$ cat config.mk
export PLATFORM = sky130hd
export DESIGN_NAME = ripple_down_timer
export DESIGN_NICKNAME = d
export VERILOG_FILES = /design/src/rtl/counter_pkg.sv /design/src/rtl/down_count_core.sv /design/src/rtl/ripple_down_timer.sv
export SDC_FILE = /design/constraint.sdc
export NUM_CORES = 1
export LEC_CHECK = 0
export ABC_AREA = 1
export BUFFER_PORTS_ARGS = -buffer_cell sky130_fd_sc_hd__buf_2
export CORE_AREA = 2 2 39 41
export DETAILED_ROUTE_END_ITERATION = 16
export DIE_AREA = 0 0 41 43
export PLACE_DENSITY_LB_ADDON = 0.15
export SLEW_MARGIN = 20
export SYNTH_ARGS = -nofsm -noshare
export SYNTH_HDL_FRONTEND = slang
export SYNTH_SLANG_ARGS = --single-unit
export TNS_END_PERCENT = 30
$ cat constraint.sdc
create_clock -name clk -period 3.1 [get_ports clk]
set_input_delay 0.775 -clock clk [delete_from_list [all_inputs] [get_ports clk]]
set_output_delay 0.775 -clock clk [all_outputs]
set_load 0.01 [all_outputs]
$ cat src/rtl/counter_pkg.sv
// counter_pkg: shared state encoding and default width for the counter blocks.
package counter_pkg;
   localparam int WIDTH_DEF = 4;
   typedef enum logic [1:0] {IDLE = 2'd0, RUN = 2'd1, DONE = 2'd2} state_t;
endpackage

$ cat src/rtl/down_count_core.sv
// down_count_core: loadable down-count register with zero/one detect; clr beats load beats decrement.
import counter_pkg::*;
module down_count_core #(
   parameter int WIDTH = WIDTH_DEF
) (
   input  logic             clk,
   input  logic             rst,
   input  logic             clr,
   input  logic             load,
   input  logic             dec,
   input  logic [WIDTH-1:0] load_value,
   output logic [WIDTH-1:0] cnt,
   output logic             is_zero,
   output logic             is_one
);
   logic [WIDTH-1:0] cnt_q, cnt_d;
   assign is_zero = cnt_q == '0;
   assign is_one  = cnt_q == WIDTH'(1);
   assign cnt     = cnt_q;
   always_comb cnt_d = clr ? '0 : load ? load_value : (dec && !is_zero) ? cnt_q - WIDTH'(1) : cnt_q;
   always_ff @(posedge clk or negedge rst)
      if (!rst) cnt_q <= '0;
      else      cnt_q <= cnt_d;
endmodule

$ cat src/rtl/ripple_down_timer.sv
// ripple_down_timer: loadable down-counter with one-cycle terminal-count pulse.
// AUTO_RELOAD_EN: restart from the last loaded value instead of returning to IDLE.
import counter_pkg::*;
module ripple_down_timer #(
   parameter int WIDTH = WIDTH_DEF
) (
   input  logic             clk,
   input  logic             rst,
   input  logic             load_valid,
   output logic             load_ready,
   input  logic [WIDTH-1:0] load_value,
   input  logic             en,
   input  logic             clr,
   output logic [WIDTH-1:0] out,
   output logic             tc,
   output logic             busy
);
   state_t           state_q, state_d;
   logic             tc_q, tc_d, busy_q, busy_d;
   logic             ld, dec, is_zero, is_one;
   logic [WIDTH-1:0] ld_val;
`ifdef AUTO_RELOAD_EN
   logic [WIDTH-1:0] reload_q;
   always_ff @(posedge clk or negedge rst)
      if (!rst)                                       reload_q <= '0;
      else if (state_q == IDLE && load_valid && !clr) reload_q <= load_value;
`endif
   down_count_core #(.WIDTH(WIDTH)) u_core (
      .clk        (clk),
      .rst        (rst),
      .clr        (clr),
      .load       (ld),
      .dec        (dec),
      .load_value (ld_val),
      .cnt        (out),
      .is_zero    (is_zero),
      .is_one     (is_one)
   );
   always_comb begin
      state_d = state_q;
      ld      = 1'b0;
      dec     = 1'b0;
      ld_val  = load_value;
      case (state_q)
         IDLE: begin
            ld = load_valid;
            if (load_valid) state_d = (load_value == '0) ? DONE : RUN;
         end
         RUN: begin
            dec = en & ~is_zero;
            if (en && is_one) state_d = DONE;
         end
         DONE: begin
`ifdef AUTO_RELOAD_EN
            // a zero reload parks in DONE so tc stays asserted
            if (reload_q != '0) begin
               ld      = 1'b1;
               ld_val  = reload_q;
               state_d = RUN;
            end
`else
            state_d = IDLE;
`endif
         end
         default: state_d = IDLE;
      endcase
      if (clr) state_d = IDLE;
      tc_d   = state_d == DONE;
      busy_d = state_d != IDLE;
   end
   always_ff @(posedge clk or negedge rst)
      if (!rst) begin
         state_q <= IDLE;
         tc_q    <= 1'b0;
         busy_q  <= 1'b0;
      end else begin
         state_q <= state_d;
         tc_q    <= tc_d;
         busy_q  <= busy_d;
      end
   assign load_ready = state_q == IDLE;
   assign tc         = tc_q;
   assign busy       = busy_q;
endmodule

==> out/summary.txt <==
post-route antenna net violation count = 0
Layout area overhead = 22.0%
Hold Violations, Final = 0
Routed WL per cell = 10.2 um
CP Class = reg -> out
die area = 1760 um2
CTS Hold Bufs = 0
DP Wirelength = 868 um
design area = 652 um2
Tcrit/Tclk final = 0.552
Worst Path Arrival = 0.94 ns
total gr overflow = 0
top cells by area, synth = dfrtp_1, nand2_1, ha_1
ant diodes = 0
Die W = 41 um
CP Buf/Inv Count = 1
CTS root buf = clkbuf_4
First-pass DRT Iterations = 3
register area share after synthesis = 0.375
largest net degree at the start of global routing = 10
Starting Density = 0.386
nature of the critical path startpoint = register
Final Net Count = 100
Tot Pwr = 0.305 mW
clk sinks = 8
Place WS = 1.62 ns
placed cell count = 99
first-pass GRT wire length = 1820 um
Die Span Y = 43 um
syn avg cell area = 7.86 um2
WL final = 1040 um
post-synth top area share = 0.375
CTS H-Tree Depth = 1
max incr delay on CP = 0.41 ns
PnR worst setup slack = 1.39 ns
synth cell count leaders = nand2_1, dfrtp_1, inv_1
Max IR drop VDD = 232 uV
GP Congestion = 0.793
Worst EP required = 2.32 ns
core area = 1380 um2
overall routing resource usage = 0.155
EDFF count, synth = 0
Min-Delay Path Class = in -> async
DRC = 0
hold_ws = 0.359 ns
Cell Area, Placed = 629 um2
I/O Pins = 16
R2R setup slack = 1.81 ns
Setup-failing EPs final = 0
PD cells = 467 nW/um2
CTS clock-pin slew for the worst setup and hold paths = 0.06 ns
vias = 479
CP top delay family = flip-flops
post-synth top area cell = dfrtp_1
status = finished, final reports clean
LEAKAGE = 0.389 nW
RSZ-0062 raised after global routing = no
Slew Viols, Final = 0
Rel. slew slack = 0.853
cell count after synthesis = 68
Reg2Reg Depth = 7
synthesized cell area = 534 um2
Tmin final = 1.71 ns
fill cell count = 161
post-synthesis register bit count = 8
maximum clock path buffer count = 2
Syn Nets = 80
CTS buffer count = 3
number of max-cap violations = 0
initial antenna violation count = 0
DR iter-0 viols = 7
FMAX = 584 MHz
yosys warns = 0
Non-Filler Instances = 102
postcts setup bufs = 0
slew at the pin with the worst max-slew slack = 0.221 ns
FF-to-FF End = u_core.cnt[3]
vias in the first global route = 453
vias per cell = 4.70
final core utilization = 0.471
Worst Path Max Fanout = 2
top-count cell post-synth = nand2_1
TNS Setup = 0 ns
IO buf count = 15
CP max-delay cell = dfrtp_1
Clock Skew = 0.00626 ns
TritonCTS clock tree = yes
share of cells above drive strength 1 = 0.337
crit path cell chain = nor2_4 -> buf_2
reg2reg start = u_core.cnt[0]
crit path capture type = output port
post-CTS sizing = 0
Most used DFF post-synth = dfrtp_1
Worst-Skew Late Latency = 0.25 ns
Rows = 14
Cell variety after synth = 18
asr flop ratio synth = 1.00
==> sequential cells by signal, summed over array words and instances (netlist names) <==
| name | cells |
|---|---|
| u_core.cnt | 4 |
| state_q | 2 |
| busy | 1 |
| tc | 1 |
==> cells by family after synthesis <==
family | synth area share
adders and majority gates | 0.0703
xor gates and xnor gates | 0.0164
AOI/OAI and AO/OA | 0.0749
and+or+nand+nor | 0.389
DFF | 0.375
buffers and inverters | 0.0749
==> cell type report <==
cell class,instances,area (um2),area share
well taps,16,20.0,0.0307
clock buffers,3,22.5,0.0345
flip-flops and latches,8,200,0.307
inverters,10,40.0,0.0614
repair buffers,15,75.1,0.115
multi-input cells,50,294,0.451
==> worst max path at each step <==
stage	startpoint	endpoint	slack (ns)	cells after the start
after floorplan	state_q[0]	load_ready	1.77	1
after global placement	load_valid	u_core.cnt[0]	1.62	6
after detailed placement	load_value[0]	busy	1.62	7
after CTS	state_q[0]	load_ready	1.38	2
after global routing	state_q[0]	load_ready	1.34	2
final	state_q[0]	load_ready	1.39	2
==> where the power goes <==
| group | internal, mW | leakage (nW) | total [mW] | switching (mW) |
|---|---|---|---|---|
| registers | 0.115 | 0.107 | 0.128 | 0.0128 |
| logic | 0.0397 | 0.268 | 0.0998 | 0.0602 |
| clock network | 0.0441 | 0.0138 | 0.0769 | 0.0328 |
| total | 0.199 | 0.389 | 0.305 | 0.106 |
==> cells in the final DEF, fill, tap and decap left out <==
cell,n
o21ai_1,1
nand2_1,24
dfrtp_1,8
ha_1,3
a21oi_4,1
nand3_1,2
o21ai_0,2
inv_2,1
nor2_1,4
inv_4,1
inv_1,8
buf_2,15
nand2_4,2
nor2_4,2
xnor2_1,1
nand4_1,4
nand2_2,2
clkbuf_4,3
o21ai_2,1
nand3_2,1
==> worst register-to-register path, cell delays in order (launching register included) <==
cell     delay, ns
dfrtp_1       0.42
inv_1         0.12
ha_1          0.21
nand2_1       0.10
nand2_4       0.08
a21oi_4       0.16
nand2_1       0.07
nand2_1       0.06
==> metal layers <==
layer	vias up	global-route usage	wire length [um]
met2	11	0.231	507
met4	0	0.0400	0
met1	217	0.203	483
met3	0	0.0628	48
li1	251	-	-
met5	-	0	0
(Power assumes the default switching activity.)
